[config.mk]
export PLATFORM = sky130hd
export DESIGN_NAME = vga_rx_monitor
export DESIGN_NICKNAME = d
export VERILOG_FILES = /design/src/rtl/vga_rx_monitor.sv
export SDC_FILE = /design/constraint.sdc
export NUM_CORES = 1
export LEC_CHECK = 0
export CORE_MARGIN = 2
export CORE_UTILIZATION = 50
export CTS_CLUSTER_SIZE = 20
export DETAILED_ROUTE_END_ITERATION = 12
export PLACE_DENSITY_LB_ADDON = 0.25
export SETUP_SLACK_MARGIN = 0.05
export SLEW_MARGIN = 10
export SYNTH_ARGS = -nofsm -noshare
export SYNTH_HDL_FRONTEND = slang
export SYNTH_SLANG_ARGS = --single-unit
[constraint.sdc]
create_clock -name dclk -period 4.3 [get_ports dclk]
set_input_delay 0.86 -clock dclk [delete_from_list [all_inputs] [get_ports dclk]]
set_output_delay 0.86 -clock dclk [all_outputs]
set_load 0.01 [all_outputs]
[src/rtl/vga_rx_monitor.sv]
// Receive-side 640x480 VGA monitor: locks to the incoming raster, recovers active-pixel
// coordinates/colour, flags timing violations and counts lit pixels per locked frame.
module vga_rx_monitor #(
  parameter int unsigned HPIXELS = 800,
  parameter int unsigned VLINES  = 521,
  parameter int unsigned HPULSE  = 96,
  parameter int unsigned VPULSE  = 2,
  parameter int unsigned HBP     = 144,
  parameter int unsigned HFP     = 784,
  parameter int unsigned VBP     = 31,
  parameter int unsigned VFP     = 511
) (
  input  logic        dclk,
  input  logic        clr,
  input  logic        hsync,
  input  logic        vsync,
  input  logic [2:0]  red,
  input  logic [2:0]  green,
  input  logic [1:0]  blue,
  output logic        locked,
  output logic        px_valid,
  output logic [9:0]  px_x,
  output logic [9:0]  px_y,
  output logic [7:0]  px_rgb,
  output logic        frame_start,
  output logic        timing_err,
  output logic [7:0]  err_cnt,
  output logic [18:0] lit_cnt
);

  localparam logic [9:0] HLast      = 10'(HPIXELS - 1);
  localparam logic [9:0] VLast      = 10'(VLINES - 1);
  localparam logic [9:0] HPulseLast = 10'(HPULSE - 1);
  localparam logic [9:0] VPulseLast = 10'(VPULSE - 1);
  localparam logic [9:0] HStart     = 10'(HBP);
  localparam logic [9:0] HStop      = 10'(HFP);
  localparam logic [9:0] VStart     = 10'(VBP);
  localparam logic [9:0] VStop      = 10'(VFP);

  typedef enum logic [1:0] {StSearch, StCheck, StLocked} state_e;

  state_e      state;
  logic        hs1, vs1, hs_p, vs_p;
  logic [7:0]  rgb1, rgb2;
  logic [9:0]  h, v;
  logic        origin_q, viol_q;
  logic [18:0] acc;

  // Stage 1: input capture plus the previous sample for edge detection.
  always_ff @(posedge dclk or posedge clr) begin
    if (clr) begin
      hs1  <= 1'b1;
      vs1  <= 1'b1;
      hs_p <= 1'b1;
      vs_p <= 1'b1;
      rgb1 <= '0;
    end else begin
      hs1  <= hsync;
      vs1  <= vsync;
      hs_p <= hs1;
      vs_p <= vs1;
      rgb1 <= {red, green, blue};
    end
  end

  logic hfall, hrise, vfall, vrise, origin;
  logic bad_hspace, bad_hwidth, bad_vedge, bad_vwidth, bad_vspace, viol;

  // h and v still index the previous sample here, so expected values are one less.
  assign hfall      = hs_p & ~hs1;
  assign hrise      = ~hs_p & hs1;
  assign vfall      = vs_p & ~vs1;
  assign vrise      = ~vs_p & vs1;
  assign origin     = hfall & vfall;
  assign bad_hspace = hfall ? (h != HLast) : (h == HLast);
  assign bad_hwidth = hrise ? (h != HPulseLast) : (~hs1 & ~hfall & (h == HPulseLast));
  assign bad_vedge  = (vfall | vrise) & ~hfall;
  assign bad_vwidth = hfall & ~origin & (vrise ? (v != VPulseLast) : (~vs1 & (v == VPulseLast)));
  assign bad_vspace = hfall & (origin ? (v != VLast) : (v == VLast));
  assign viol       = bad_hspace | bad_hwidth | bad_vedge | bad_vwidth | bad_vspace;

  // Stage 2: raster position of the sample captured one cycle earlier.
  always_ff @(posedge dclk or posedge clr) begin
    if (clr) begin
      h        <= '0;
      v        <= '0;
      rgb2     <= '0;
      origin_q <= 1'b0;
      viol_q   <= 1'b0;
    end else begin
      h <= hfall ? 10'd0 : h + 10'd1;
      if (origin) begin
        v <= '0;
      end else if (hfall) begin
        v <= v + 10'd1;
      end
      rgb2     <= rgb1;
      origin_q <= origin;
      viol_q   <= viol;
    end
  end

  logic stay_lock, in_active;

  assign stay_lock = ~viol_q & ((state == StLocked) | ((state == StCheck) & origin_q));
  assign in_active = (h >= HStart) & (h < HStop) & (v >= VStart) & (v < VStop);

  // Stage 3: lock FSM and all registered outputs.
  always_ff @(posedge dclk or posedge clr) begin
    if (clr) begin
      state       <= StSearch;
      locked      <= 1'b0;
      px_valid    <= 1'b0;
      px_x        <= '0;
      px_y        <= '0;
      px_rgb      <= '0;
      frame_start <= 1'b0;
      timing_err  <= 1'b0;
      err_cnt     <= '0;
      lit_cnt     <= '0;
      acc         <= '0;
    end else begin
      frame_start <= origin_q & stay_lock;
      timing_err  <= 1'b0;
      locked      <= stay_lock;
      px_valid    <= stay_lock & in_active;
      if (stay_lock & in_active) begin
        px_x   <= h - HStart;
        px_y   <= v - VStart;
        px_rgb <= rgb2;
      end
      if (px_valid && (px_rgb != 8'd0)) begin
        acc <= acc + 19'd1;
      end
      case (state)
        StSearch: begin
          if (origin_q) state <= StCheck;
        end
        StCheck: begin
          if (viol_q) begin
            state <= StSearch;
          end else if (origin_q) begin
            state <= StLocked;
            acc   <= '0;
          end
        end
        StLocked: begin
          if (viol_q) begin
            state      <= StSearch;
            timing_err <= 1'b1;
            acc        <= '0;
            if (err_cnt != 8'hFF) err_cnt <= err_cnt + 8'd1;
          end else if (origin_q) begin
            lit_cnt <= acc;
            acc     <= '0;
          end
        end
        default: state <= StSearch;
      endcase
    end
  end

endmodule

## After elaboration in Yosys (flattened, before gate mapping)

Cells that the tools add are included.

| cells by class | value |
|---|---|
| $add $sub $neg | 6 |
| $lt $le $gt $ge | 4 |
| equal/unequal tests | 14 |
| multiplexer cells | 19 |
| bitwise gates (word level) | 32 |
| reductions and logical operators | 7 |

Operators with widths:

| operator | number |
|---|---|
| two-way mux 19 bit | 4 |
| case mux 19 bit (2 select lines) | 1 |
| two-way mux 10 bit | 3 |
| adder 10 x 1 -> 10 bit, second input constant | 2 |
| == test 10 bit, second input constant | 2 |
| != test 10 bit, second input constant | 2 |
| adder 19 x 1 -> 19 bit, second input constant | 1 |
| AND 1 bit | 19 |
| == test 10 x 1 -> 1 bit, second input constant | 1 |
| == test 10 x 7 -> 1 bit, second input constant | 1 |
| >= comparator 10 x 5 -> 1 bit, second input constant | 1 |
| >= comparator 10 x 8 -> 1 bit, second input constant | 1 |
| < comparator 10 bit, second input constant | 1 |
| < comparator 10 x 9 -> 1 bit, second input constant | 1 |
| != test 10 x 1 -> 1 bit, second input constant | 1 |
| != test 10 x 7 -> 1 bit, second input constant | 1 |
| subtractor 10 x 5 -> 10 bit, second input constant | 1 |
| subtractor 10 x 8 -> 10 bit, second input constant | 1 |
| AND reduction 3 bit | 3 |
| adder 8 x 1 -> 8 bit, second input constant | 1 |
| two-way mux 2 bit | 4 |
| != test 8 bit, second input constant | 1 |
| nonzero test 8 bit | 1 |
| NOT 1 bit | 7 |
| other kinds (10) | 21 |

| storage, ports and cells | value |
|---|---|
| flip-flop bits (word level) | 122 |
| bits of input ports | 12 |
| output and inout port bits | 59 |
| word-level logic and storage cells | 103 |

## Depth between registers and ports, before layout

Gate-level depths: netlist (run 1).

| depth | value |
|---|---|
| depth in word-level cells | 10 |
| mapped depth | 9 |
| gate-level depth less buffers | 7 |

## Worst setup path before layout (run 1)

OpenSTA, ideal clock, no wires.

| timing | value |
|---|---|
| kind | reg2reg |
| from | register h[4] |
| to | register px_x[0] |
| setup time | 0.125 ns |
| arrival time | 2.089 ns |
| required time | 4.175 ns |
| path slack | 2.086 ns |
| stages on the path, launching flop included | 10 |
| path through | dfrtp_1 -> inv_1 -> ha_1 -> nand2b_4 -> a211oi_1 -> a2111oi_4 -> o211a_1 -> buf_6 -> buf_12 -> mux2_4 |

| on the way | value |
|---|---|
| cells in the longest elaborated chain, start to end | 5 |
| elaborated cells between the ends (all ways) | 6 |

Ends and longest elaborated chain:

| item | line | source |
|---|---|---|
| start, declared | 45 | `logic [9:0] h, v;` |
| start signal, assigned | 91 | `h <= hfall ? 10'd0 : h + 10'd1;` |
| >= comparator 10 x 8 -> 1 bit or < comparator 10 bit (tied branches) | 106 | `assign in_active = (h >= HStart) & (h < HStop) & (v >= VStart) & (v < VStop);` |
| AND 1 bit * (3 in series) | 106 |  |
| AND 1 bit * | 127 | `if (stay_lock & in_active) begin` |
| end signal, assigned | 128 | `px_x <= h - HStart;` |
| end, declared | 22 | `output logic [9:0] px_x,` |

Every way passes the cells marked *; elsewhere a longest branch is shown, timed or not.
A chain may end at the register's enable or synchronous reset.

## Worst setup path after layout (run 1)

| timing | value |
|---|---|
| from | register h[4] |
| to | register px_rgb[7] |

| on the way | value |
|---|---|
| cells in the longest elaborated chain, start to end | 5 |
| elaborated cells between the ends (all ways) | 6 |

Ends and longest elaborated chain:

| item | line | source |
|---|---|---|
| >= comparator 10 x 8 -> 1 bit or < comparator 10 bit (tied branches) | 106 |  |
| AND 1 bit * (3 in series) | 106 |  |
| AND 1 bit * | 127 |  |
| end signal, assigned | 130 | `px_rgb <= rgb2;` |
| end, declared | 24 | `output logic [7:0] px_rgb,` |

Marks and branches as above.

==> results of run 1 <==
[area by class of cell]
type | instances | area, um^2
fillers | 833 | 3880
repair buffers | 75 | 738
clock inverters | 12 | 170
flip-flops and latches | 122 | 3060
multi-input cells | 304 | 2250
well taps | 140 | 175
clock buffers | 20 | 455
inverters | 18 | 70.1
[through the flow]
| stage | util [%] | std cells | hold slack [ps] | power, mW |
|---|---|---|---|---|
| 2_1_floorplan | - | 462 | 331 | 1.44 |
| 3_3_place_gp | 58.3 | 659 | 332 | 1.50 |
| 3_5_place_dp | 58.3 | 659 | 336 | 1.51 |
| 4_1_cts | 64.1 | 691 | 348 | 3.00 |
| 5_1_grt | 64.1 | 691 | 354 | 3.11 |
| 6_report | 64.1 | 691 | 346 | 2.97 |
[worst register-to-register path, stage by stage (launching register included)]
cell and delay (ps):
dfrtp_1 440, inv_1 110, ha_1 260, nand2b_4 90, a211oi_1 100, a2111oi_4 460
o211a_1 500, buf_4 420, mux2_2 390
[synthesized netlist by cell type (all sizes together) (3+ instances only)]
| library cell | n | share of area, % |
|---|---|---|
| a211oi | 3 | 0.41 |
| a21oi | 8 | 0.73 |
| a31oi | 5 | 0.57 |
| and2 | 5 | 0.59 |
| and3 | 8 | 0.93 |
| and4 | 3 | 0.52 |
| buf | 10 | 1.7 |
| clkbuf | 8 | 0.55 |
| dfrtp | 118 | 54 |
| dfstp | 4 | 1.9 |
| ha | 15 | 3.4 |
| inv | 18 | 1.2 |
| mux2 | 43 | 10 |
| nand2 | 28 | 1.9 |
| nand2b | 4 | 0.59 |
| nand3 | 12 | 1.1 |
| nand4 | 19 | 2.2 |
| nor2 | 43 | 2.9 |
| nor2b | 6 | 0.73 |
| nor3 | 5 | 0.45 |
| nor4 | 4 | 0.45 |
| o21ai | 23 | 2.1 |
| o31ai | 3 | 0.41 |
| xnor2 | 22 | 3.5 |
| xor2 | 21 | 3.3 |
[layer usage]
layer  routed length, um  up-vias  global-route usage [%]
met2                5150       94                    30.9
met3                 486       17                    5.26
li1                    -     1762                       -
met1                4860     1815                    25.9
met4                 176        0                    7.97
met5                   0        -                       0
[state kept, by name (all words and copies together) (netlist names)]
register and flops:
acc 19, err_cnt 8, frame_start 1, h 10, hs1 1, hs_p 1, lit_cnt 19, locked 1
origin_q 1, px_rgb 8, px_valid 1, px_x 10, px_y 10, rgb1 8, rgb2 8, state 2
timing_err 1, v 10, viol_q 1, vs1 1, vs_p 1
[worst max-delay path by stage]
| stage | to | slack (ps) | cells after the start |
|---|---|---|---|
| final | px_rgb[7] | 1420 | 8 |
| after global routing | px_rgb[7] | 1220 | 8 |
| after CTS | px_rgb[7] | 1410 | 8 |
| after detailed placement | px_rgb[7] | 1450 | 8 |
| after global placement | px_rgb[7] | 1530 | 8 |
| after floorplan | acc[0] | 200 | 1 |
[cell families after synthesis]
group           synth area share, %
simple gates                   13.4
fa+ha+maj                      3.41
compound gates                 7.10
flops                          55.6
xor+xnor                       6.85
buf+inv                        3.50
mux                            10.1
[power by group through the flow]
| stage | Clock [mW] | Combinational [mW] | Sequential (mW) |
|---|---|---|---|
| after floorplan | 0 | 0.173 | 1.26 |
| after global placement | 0 | 0.223 | 1.28 |
| after detailed placement | 0 | 0.231 | 1.28 |
| after CTS | 1.51 | 0.233 | 1.26 |
| after global routing | 1.57 | 0.268 | 1.27 |
| final | 1.48 | 0.229 | 1.26 |
==> flow_metrics.env, run 1 <==
export IMPL_crit_type="reg -> reg"
export IMPL_hpwl_um=7170
export IMPL_ios=71
export IMPL_port_buffers=70
export IMPL_postCtsHoldBufs=0
export IMPL_synth_seq_cells=122
export IMPL_grt_pass1_wl_um=17800
export IMPL_hold_viol_final=0
export IMPL_min_to="rgb2[2]"
export IMPL_power_density_nw_per_um2=430
export IMPL_core_area_um2=10800
export IMPL_drv_slew=0
export IMPL_path_cells="inv_1, ha_1, nand2b_4, a211oi_1, a2111oi_4, o211a_1, buf_4, mux2_2"
export IMPL_cts_buffers=17
export IMPL_grt_usage_pct=19.6
export IMPL_worst_slew_pin_transition_ps=978
export IMPL_swShare_pct=23.5
export IMPL_tns_ps=0
export IMPL_dr_total_vias=3688
export IMPL_diodes=0
export IMPL_maxCapViolCount=0
export IMPL_final_area_um2=6920
export IMPL_placed_cell_area_um2=6290
export IMPL_min_path_type="reg -> reg"
export IMPL_grt_setup_unrepaired="false"
export IMPL_rrSetupSlack_ps=1420
export IMPL_overflow=0
export IMPL_place_congestion=0.832
export IMPL_crit_slowest_cell="o211a_1"
export IMPL_r2r_start="h[4]"
export IMPL_final_common_cell="dfrtp_1"
export IMPL_start_util_pct=51.0
export IMPL_drtIter0Drc=184
export IMPL_clkPwrFrac_pct=49.8
export IMPL_fin_ws_ps=1420
export IMPL_fin_skew_ps=9.71
export IMPL_root_buffer="clkbuf_8"
export IMPL_die_area_um2=11900
export IMPL_rr_worst_depth=8
export IMPL_htreeDepth=4
export IMPL_syn_area_um2=5500
export IMPL_p_leak_nw=3.17
export IMPL_path_buf_inv=2
export IMPL_slew_headroom_pct=34.6
export IMPL_setup_violations=0
export IMPL_syn_to_final_growth_pct=25.8
export IMPL_drtPass1Iterations=4
export IMPL_critPathMaxStageDelay_ps=500
export IMPL_fp_dieW_um=109
export IMPL_ys_types=55
export IMPL_crit_start="h[4]"
export IMPL_final_cell_mix="dfrtp_1 (118), clkdlybuf4s50_1 (70), nor2_1 (43)"
export IMPL_rows=38
export IMPL_cts_resized=0
export IMPL_synth_edff_count=0
export IMPL_clkTransAtPathRegs_ps=60
export IMPL_switchingPower_mw=0.698
export IMPL_irDropWorstVdd_mv=0.229
export IMPL_ys_warnings_count=0
export IMPL_synth_fp_nets=489
export IMPL_die_h_um=109
export IMPL_cts_sinks=122
export IMPL_internal_power_mw=2.28
export IMPL_final_period_utilization_pct=67.0
export IMPL_hold_path_depth=0
export IMPL_cts_buffer_depth=2
export IMPL_drive_gt1_share_pct=16.9
export IMPL_antenna_found_initial=0
export IMPL_detail_route_vias_per_cell=5.34
export IMPL_critical_path_arrival_ps=3280
export IMPL_yosysSeqAreaShare_pct=55.6
export IMPL_start_kind="register"
export IMPL_crit_family="compound AO/OA/AOI/OAI gates"
export IMPL_netlist_instances=462
export IMPL_min_period_ps=2880
export IMPL_worstReg2RegEnd="px_rgb[7]"
export IMPL_min_from="rgb1[2]"
export IMPL_clock_latency_ps=520
export IMPL_ant_nets=0
export IMPL_crit_required_ps=4700
export IMPL_seq_power_share_pct=42.5
export IMPL_p_comb_share_pct=7.7
export IMPL_postCtsSetupBuffers=0
export IMPL_max_freq_mhz=347
export IMPL_grt_pass1_vias=3753
export IMPL_synth_ff_type="dfrtp_1"
export IMPL_critPathMaxFanout=20
export IMPL_dp_worst_setup_slack_ps=1450
export IMPL_synthArstFlopShare_pct=100
export IMPL_grt_max_degree=58
export IMPL_syn_area_per_cell_um2=11.9
export IMPL_status="finished, final reports clean"
export IMPL_wirelength_um=10700
export IMPL_routedWlPerCell_um=15.4
export IMPL_nets=565
export IMPL_cts_tree="done"
export IMPL_drc=0
export IMPL_crit_path_end_kind="register"
Note: power is estimated with default switching activity, not from simulation.
==> run 2, diff against run 1 <==
Clock period 4.3 ns to 2.6 ns, I/O delays scaled along.
==> flow_metrics.env, run 2 (synthesis results as in run 1) <==
export IMPL_status="finished, final reports clean"
export IMPL_min_from="rgb1[2]"
export IMPL_crit_type="reg -> reg"
export IMPL_cts_tree="done"
export IMPL_clock_latency_ps=520
export IMPL_p_leak_nw=3.14
export IMPL_crit_required_ps=3000
export IMPL_hold_viol_final=0
export IMPL_overflow=0
export IMPL_min_path_type="reg -> reg"
export IMPL_max_freq_mhz=421
export IMPL_cts_buffer_depth=2
export IMPL_start_util_pct=51.0
export IMPL_drc=0
export IMPL_final_common_cell="dfrtp_1"
export IMPL_fin_skew_ps=7.49
export IMPL_wirelength_um=10500
export IMPL_final_period_utilization_pct=91.3
export IMPL_instances_no_fill=693
export IMPL_hpwl_um=6930
export IMPL_clkTransAtPathRegs_ps=60
export IMPL_core_area_um2=10800
export IMPL_cts_buffers=17
export IMPL_diodes=0
export IMPL_rrSetupSlack_ps=230
export IMPL_tns_ps=0
export IMPL_crit_path_end_kind="register"
export IMPL_drtIter0Drc=162
export IMPL_htreeDepth=4
export IMPL_fp_dieW_um=109
export IMPL_grt_setup_unrepaired="false"
export IMPL_drv_slew=0
export IMPL_die_h_um=109
export IMPL_postCtsHoldBufs=0
export IMPL_dr_total_vias=3693
export IMPL_ios=71
export IMPL_route_met3_wl_um=471
export IMPL_setup_violations=0
export IMPL_postCtsSetupBuffers=0
export IMPL_wl_met2_um=4940
export IMPL_min_to="rgb2[2]"
export IMPL_dp_cells=661
export IMPL_total_power_mw=4.81
export IMPL_reg_top3="acc x19, lit_cnt x19"
export IMPL_final_cell_mix="dfrtp_1 (118), clkdlybuf4s50_1 (70), nor2_1 (43)"
export IMPL_grt_max_degree=123
export IMPL_start_kind="register"
export IMPL_wl_met1_um=4960
export IMPL_fin_util_pct=64.3
export IMPL_detail_route_vias_per_cell=5.33
export IMPL_worstReg2RegEnd="px_x[4]"
export IMPL_cts_sinks=122
export IMPL_drtPass1Iterations=4
export IMPL_syn_to_final_growth_pct=26.3
export IMPL_ant_nets=0
export IMPL_rr_worst_depth=8
export IMPL_fin_ws_ps=227
export IMPL_critical_path_arrival_ps=2770
export IMPL_root_buffer="clkbuf_8"
export IMPL_cts_resized=0
export IMPL_antenna_found_initial=0
export IMPL_slew_headroom_pct=45.4
export IMPL_port_buffers=70
export IMPL_drive_gt1_share_pct=17.0
export IMPL_grt_pass1_wl_um=17500
export IMPL_grt_pass1_vias=3577
export IMPL_routedWlPerCell_um=15.2
export IMPL_regArea_um2=3060
export IMPL_hold_path_depth=0
export IMPL_critPathMaxFanout=14
export IMPL_r2r_start="h[4]"
export IMPL_worst_slew_pin_transition_ps=812
export IMPL_rows=38
export IMPL_die_area_um2=11900
export IMPL_irDropWorstVdd_mv=0.525
export IMPL_dp_worst_setup_slack_ps=184
export IMPL_fill_cells=834
export IMPL_grt_usage_pct=19.1
export IMPL_multi_input_area_um2=2260
export IMPL_top_layer_used="met4"
export IMPL_min_period_ps=2370
export IMPL_nets=567
export IMPL_power_density_nw_per_um2=692
export IMPL_maxCapViolCount=0
export IMPL_place_congestion=0.812
==> run 2: cell types whose count changed in the layout (fill, tap and decap cells not counted), sizes merged <==
cell	previous run	this run
clkinv	7	3
clkinvlp	1	5
buf	5	7
bufinv	4	3
clkbuf	20	21
==> run 2: layout make-up <==
| class | count | share of cell area [%] |
|---|---|---|
| multi-input combinational | 304 | 32.5 |
| sequential | 122 | 44.0 |
| tap | 140 | 2.52 |
| timing repair buffer | 77 | 11.4 |
| clock buffer | 21 | 6.47 |
| inverter | 18 | 1.03 |
| clock inverter | 11 | 2.07 |
==> run 2: worst max-delay path by stage <==
stage                     from       to  slack [ps]  cells after the start
after floorplan           h[4]  px_x[0]         390                      9
after global placement    h[5]  px_x[4]         250                      8
after detailed placement  h[4]  px_x[6]         180                      8
after CTS                 h[4]  px_x[4]         160                      8
after global routing      h[5]  px_x[7]          60                      8
final                     h[4]  px_x[4]         230                      8
==> run 2: worst max-delay path: stages (launching register included) <==
cell       delay, ps
dfrtp_1          440
inv_1            120
ha_1             260
nand2b_4          90
a211oi_1         100
a2111oi_4        480
o211a_4          260
buf_12           170
mux2_2           350
==> run 2: through the flow <==
stage	hold slack [ps]	cell area, um^2
global placement	333	6340
detailed placement	335	6340
floorplan	331	5500
global route	354	6940
CTS	348	6940
finish	347	6940
==> run 2: routing by layer <==
metal	global-route usage (%)	vias up
met5	0	-
met2	28.5	88
li1	-	1755
met4	6.68	0
met1	26.5	1840
met3	6.04	10
==> run 2: power breakdown <==
group / leakage, nW / internal [mW] / switching (mW)
Sequential: 1.64 / 1.98 / 0.107
Clock: 0.280 / 1.51 / 0.828
Combinational: 1.22 / 0.158 / 0.225
Total: 3.14 / 3.65 / 1.16
